==> config.mk <==
export PLATFORM = sky130hd
export DESIGN_NAME = output_pipeline
export DESIGN_NICKNAME = d
export VERILOG_FILES = /design/src/rtl/histeq_pkg.sv /design/src/rtl/lane_packer.sv /design/src/rtl/output_pipeline.sv
export SDC_FILE = /design/constraint.sdc
export NUM_CORES = 1
export LEC_CHECK = 0
export CAP_MARGIN = 30
export CORE_MARGIN = 3
export CORE_UTILIZATION = 43
export CTS_CLUSTER_DIAMETER = 100
export DETAILED_ROUTE_END_ITERATION = 10
export GPL_TIMING_DRIVEN = 0
export HOLD_SLACK_MARGIN = 0.05
export PLACE_DENSITY = 0.9
export SYNTH_ARGS = -nofsm -noshare
export SYNTH_HDL_FRONTEND = slang
export SYNTH_HIERARCHICAL = 1
export SYNTH_SLANG_ARGS = --single-unit
export TNS_END_PERCENT = 5
==> constraint.sdc <==
create_clock -name clock -period 2.1 [get_ports clock]
set_input_delay 0.42 -clock clock [delete_from_list [all_inputs] [get_ports clock]]
set_output_delay 0.42 -clock clock [all_outputs]
set_load 0.01 [all_outputs]
==> src/rtl/histeq_pkg.sv <==
// ============================================================================
// Module : histeq_pkg
// Brief  : Shared constants, FSM encoding and m3 address forming for the
//          histogram-equalizer output stage.
// Rev    : 1.0  initial release
// ============================================================================
`default_nettype none

package histeq_pkg;

  localparam logic [15:0] MAP_TAG      = 16'hAAAA;
  localparam int          PIX_PER_WORD = 16;
  localparam int          WORD_W       = 128;
  localparam int          ADDR_W       = 16;

  typedef enum logic [2:0] {
    S_IDLE  = 3'd0,
    S_FETCH = 3'd1,
    S_LATCH = 3'd2,
    S_MAP   = 3'd3,
    S_DRAIN = 3'd4,
    S_WRITE = 3'd5,
    S_DONE  = 3'd6
  } state_t;

  // The map bank bit sits directly above the 8-bit pixel value.
  function automatic logic [ADDR_W-1:0] m3_addr(input logic bank, input logic [7:0] pix);
    return {7'b0, bank, pix};
  endfunction

endpackage

`default_nettype wire

==> src/rtl/lane_packer.sv <==
// ============================================================================
// Module : lane_packer
// Brief  : 16 x 8-bit lane register assembling one 128-bit output word.
// Rev    : 1.0  initial release
// ============================================================================
`default_nettype none

module lane_packer
  import histeq_pkg::*;
(
  input  logic              clock,
  input  logic              rst_n,
  input  logic              i_clear,
  input  logic              i_we,
  input  logic [3:0]        i_lane,
  input  logic [7:0]        i_data,
  output logic [WORD_W-1:0] o_word
);

  generate
    for (genvar g = 0; g < PIX_PER_WORD; g++) begin : g_lane
      logic [7:0] r_byte;

      always_ff @(posedge clock or negedge rst_n) begin
        if (!rst_n) begin
          r_byte <= 8'h00;
        end else if (i_clear) begin
          r_byte <= 8'h00;
        end else if (i_we && (i_lane == 4'(g))) begin
          r_byte <= i_data;
        end
      end

      assign o_word[8*g +: 8] = r_byte;
    end
  endgenerate

endmodule

`default_nettype wire

==> src/rtl/output_pipeline.sv <==
// ============================================================================
// Module : output_pipeline
// Brief  : Re-reads image words from m1, maps each pixel through the m3
//          equalization map and writes packed words to m4.
// Rev    : 1.0  initial release
// ============================================================================
`default_nettype none

module output_pipeline #(
  parameter int          NUM_WORDS = 4,
  parameter logic [15:0] MAP_TAG   = histeq_pkg::MAP_TAG
) (
  input  logic         clock,
  input  logic         rst_n,
  input  logic         start,
  input  logic         mapBaseOffset,
  input  logic [127:0] m1ReadVal,
  input  logic [127:0] m3ReadVal,
  output logic [15:0]  m1ReadAddr,
  output logic [15:0]  m3ReadAddr,
  output logic [15:0]  m4WriteAddr,
  output logic [127:0] m4WriteVal,
  output logic         m4WE,
  output logic         done,
  output logic         tagErr
);

  import histeq_pkg::*;

  state_t              r_state;
  state_t              w_state_next;
  logic [ADDR_W-1:0]   r_word_cnt;
  logic [3:0]          r_pix_idx;
  logic [3:0]          w_pix_idx_next;
  logic [WORD_W-1:0]   r_pix_word;
  logic                r_lkp_vld;
  logic [3:0]          r_lkp_lane;
  logic                w_last_word;
  logic                w_tag_ok;
  logic [7:0]          w_lane_byte;
  logic                w_m4we_next;
  logic                w_done_next;
  logic                w_unused;

  assign w_last_word    = (r_word_cnt == ADDR_W'(NUM_WORDS - 1));
  assign w_tag_ok       = (m3ReadVal[31:16] == MAP_TAG);
  assign w_lane_byte    = w_tag_ok ? m3ReadVal[7:0] : 8'h00;
  assign w_pix_idx_next = r_pix_idx + 4'd1;
  assign w_unused       = ^{m3ReadVal[127:32], m3ReadVal[15:8]};

  always_ff @(posedge clock or negedge rst_n) begin
    if (!rst_n) begin
      r_state <= S_IDLE;
    end else begin
      r_state <= w_state_next;
    end
  end

  always_comb begin
    w_state_next = r_state;
    case (r_state)
      S_IDLE:  if (start) w_state_next = S_FETCH;
      S_FETCH: w_state_next = S_LATCH;
      S_LATCH: w_state_next = S_MAP;
      S_MAP:   if (r_pix_idx == 4'd15) w_state_next = S_DRAIN;
      S_DRAIN: w_state_next = S_WRITE;
      S_WRITE: w_state_next = w_last_word ? S_DONE : S_FETCH;
      // Leaving DONE needs start low, so a held request cannot retrigger.
      S_DONE:  if (!start) w_state_next = S_IDLE;
      default: w_state_next = S_IDLE;
    endcase
  end

  // Strobes are decoded from the next state so they are flops aligned with it.
  always_comb begin
    w_m4we_next = (w_state_next == S_WRITE);
    w_done_next = (w_state_next == S_DONE);
  end

  always_ff @(posedge clock or negedge rst_n) begin
    if (!rst_n) begin
      m4WE        <= 1'b0;
      done        <= 1'b0;
      m4WriteAddr <= '0;
    end else begin
      m4WE <= w_m4we_next;
      done <= w_done_next;
      if (w_m4we_next) m4WriteAddr <= r_word_cnt;
    end
  end

  always_ff @(posedge clock or negedge rst_n) begin
    if (!rst_n) begin
      r_word_cnt <= '0;
      r_pix_idx  <= '0;
      r_pix_word <= '0;
      m1ReadAddr <= '0;
      m3ReadAddr <= '0;
      tagErr     <= 1'b0;
      r_lkp_vld  <= 1'b0;
      r_lkp_lane <= '0;
    end else begin
      r_lkp_vld  <= (r_state == S_MAP);
      r_lkp_lane <= r_pix_idx;
      if (r_lkp_vld && !w_tag_ok) tagErr <= 1'b1;

      case (r_state)
        S_IDLE: begin
          if (start) begin
            r_word_cnt <= '0;
            m1ReadAddr <= '0;
            tagErr     <= 1'b0;
          end
        end
        // Lane 0 is issued straight from the returning m1 data.
        S_LATCH: begin
          r_pix_word <= m1ReadVal;
          r_pix_idx  <= '0;
          m3ReadAddr <= m3_addr(mapBaseOffset, m1ReadVal[7:0]);
        end
        S_MAP: begin
          r_pix_idx <= w_pix_idx_next;
          if (r_pix_idx != 4'd15) begin
            m3ReadAddr <= m3_addr(mapBaseOffset, r_pix_word[{w_pix_idx_next, 3'b000} +: 8]);
          end
        end
        S_WRITE: begin
          if (!w_last_word) begin
            r_word_cnt <= r_word_cnt + 1'b1;
            m1ReadAddr <= r_word_cnt + 1'b1;
          end
        end
        default: ;
      endcase
    end
  end

  lane_packer u_lane_packer (
    .clock   (clock),
    .rst_n   (rst_n),
    .i_clear (r_state == S_LATCH),
    .i_we    (r_lkp_vld),
    .i_lane  (r_lkp_lane),
    .i_data  (w_lane_byte),
    .o_word  (m4WriteVal)
  );

endmodule

`default_nettype wire

==> impl_metrics.py <==
metrics = {
    "run_status": {
        "status": "completed",
    },
    "route": {
        "firstDrtPassIters": 6,
        "totalWireLength_um": 41450,
        "vias_per_cell": 5.260,
        "via_count": 11180,
        "ant_nets": 0,
        "post_drt_wl_per_cell_um": 19.49,
        "drc": 0,
        "drt-initial-drc-count": 938,
    },
    "global_routing": {
        "grt_max_degree": 127,
        "antenna_found_initial": 1,
        "grt_pass1_vias": 11850,
        "grt_overflow": 0,
        "grt_use_total": 0.2334,
        "grt_pass1_wl_um": 65280,
    },
    "logic_synthesis": {
        "synth.distinct_cells": 55,
        "syn_area_mm2": 0.01412,
        "synth_top_area_frac": 0.5528,
        "synthAdderAreaFrac": 0.001772,
        "synthXorXnorAreaFrac": 0.01099,
        "synth_seq_cells": 312,
        "synthCells": 1305,
        "yosys_warnings": 6,
        "ys_seq_area_frac": 0.5528,
        "synth_top_family_by_area": "simple AND/OR/NAND/NOR gates",
        "synth_mux_area_frac": 0.1646,
        "ys.flop_type": "dfrtp_1",
        "synth_compound_gate_area_share": 0.01302,
        "avgSynthCellArea_um2": 10.82,
        "yosys.area_share.simple": 0.2214,
        "yosysTopAreaCell": "dfrtp_1",
        "synth_edf_count": 0,
        "async_flop_share": 1.000,
        "ys_top_cells_by_area": "dfrtp_1 55%, nand2_1 11%, mux2i_1 9.7%",
    },
    "timing": {
        "fin_crit_sh": 0.9935,
        "period_minus_slack_ns": 2.086,
        "hold_violations": 0,
        "finalMaxSlewViolations": 0,
        "worstMarginPinSlew_ns": 0.6949,
        "finalClockSkew_ns": 0.01557,
        "tns_ns": 0,
        "fmax_mhz": 479.3,
        "setup_viol": 0,
        "fin_hold_ws_ns": 0.4469,
        "setup_slack_ns": 0.01366,
        "rsz0062_at_grt": "yes",
        "relSlewSlack": 0.5367,
    },
    "critical_path": {
        "slowest_delay_ns": 0.53,
        "crit_buf_inv": 2,
        "crit_slowest_cell": "mux4_2",
        "path_cells": "ha_1 > buf_6 > buf_12 > mux4_2 > mux2i_4 > a211oi_1",
        "cp_max_fo": 10,
        "cp.arrival_ns": 2.43,
        "required_ns": 2.45,
        "start_kind": "flip-flop",
        "cp-end-kind": "flip-flop",
        "cpLargestDelayFamily": "multiplexers",
        "path_class": "reg2reg",
    },
    "floorplanning": {
        "core_area_mm2": 0.03196,
        "io_pins": 439,
        "die_y_um": 187.2,
        "rows": 65,
        "die-area_mm2": 0.03505,
        "die_w_um": 187.2,
        "initial_core_util": 0.4418,
    },
    "cells_and_area": {
        "fin_nets": 1929,
        "drive_gt1_frac": 0.1248,
        "fin_util": 0.6055,
        "final_cell_mix": "411 x nand2_1, 326 x clkdlybuf4s50_1, 312 x dfrtp_1",
        "areaGrowthSynthToFinish_pct": 37.04,
        "diodes": 0,
        "final_common_cell": "nand2_1",
    },
    "hold_path": {
        "hp-class": "in2reg",
    },
    "cts": {
        "cts_made_buffers": 34,
        "clock_path_buffers": 3,
        "cts_sinks": 312,
        "cts_root_buf": "clkbuf_16",
        "htreeDepth": 2,
        "clk_pin_slew_ns": 0.06,
        "cts_tree": "done",
        "clk_latency_ns": 0.50,
    },
    "power_and_ir_drop": {
        "leakagePower_nw": 9.523,
        "power_density_mw_per_mm2": 1202,
        "vdd_drop_max_mv": 0.8170,
    },
    "run": {
        "max_cap_violations": 0,
    },
    "placed_design": {
        "port_buffers": 327,
        "hpwl_um": 30190,
        "dp_slack_ns": -1.094,
        "place.gp.congestion": 0.8775,
    },
}
## kinds of logic after synthesis
group,after synthesis
mux,186
simple gates,660
fa+ha+maj,2
flops,312
compound gates,29
other cells,1
xor+xnor,16
buf+inv,99
## worst register-to-register path: cells and delay by family, from the launching register on
| kind | cells | cell delay, ns |
|---|---|---|
| mux | 2 | 0.76 |
| buf+inv | 2 | 0.31 |
| flops | 1 | 0.42 |
| fa+ha+maj | 1 | 0.32 |
| compound gates | 1 | 0.12 |
## per-stage QoR
stage          std cells  power (mW)  area [um^2]
6_report            2126       23.26        19350
5_1_grt             2126       24.39        19350
4_1_cts             2127       22.88        19310
3_5_place_dp        2075       16.13        18020
3_3_place_gp        2073       15.79        17960
2_1_floorplan       1311       13.41        14140
## layer usage
layer / up-vias / track usage / routed length, um
li1: 5006 / - / -
met1: 5461 / 0.2895 / 16040
met2: 594 / 0.3904 / 20150
met3: 119 / 0.04929 / 3293
met4: 2 / 0.1134 / 1954
met5: - / 0 / 9
## report_power, final
group	leakage (nW)	switching (mW)	internal, mW
clock	0.575	2.36	3.81
sequential	4.10	1.05	7.47
combinational	4.85	4.49	4.08
## Yosys cell counts (8+ instances only)
cell / number
nor2_1: 21
and3_1: 10
nand2_2: 11
clkbuf_1: 33
o21ai_0: 9
buf_2: 36
and2_1: 9
mux4_2: 21
buf_4: 13
dfrtp_1: 312
nand2b_1: 139
mux4_1: 11
xor2_1: 8
mux2_2: 17
mux2i_1: 137
nand2_1: 412
nor3_1: 8
nand3_1: 10
## path summary, 6_finish.rpt
path	cells after the start	endpoint	slack, ns	from
setup / recovery	6	m3ReadAddr[1]	0.01	r_pix_idx[0]
hold / removal	3	r_pix_word[81]	0.45	m1ReadVal[81]
setup reg to reg	6	m3ReadAddr[1]	0.01	r_pix_idx[0]
hold reg to reg	0	r_lkp_lane[1]	0.47	r_pix_idx[1]
max in group asynchronous	3	r_pix_word[87]	0.58	rst_n
min in group asynchronous	2	u_lane_packer/g_lane[11].r_byte[0]	0.47	rst_n
## flip-flops by register name, indices dropped and copies added, names as in the netlist
signal	flops
u_lane_packer/g_lane.r_byte	128
r_word_cnt	16
r_pix_idx	4
tagErr	1
r_pix_word	128
m4WriteAddr	16
r_lkp_lane	4
r_lkp_vld	1
m4WE	1
done	1
m3ReadAddr	9
r_state	3
## cell type report
type,instances,area [um^2]
fillers,2451,12610
flip-flops and latches,312,7807
multi-input cells,900,5937
repair buffers,330,3343
clock buffers,48,997.2
well taps,435,544.3
plain buffers,82,534.3
clock inverters,12,163.9
inverters,7,26.28
## what timing repair did
action,4_1_cts,5_1_grt
endpoints found under the hold margin,64,0
resized for setup,53,32
pin swaps,0,0
hold buffers,1,0
buffers inserted,0,0
endpoints found under the setup margin,136,129
Power figures use the tool's default switching activity.
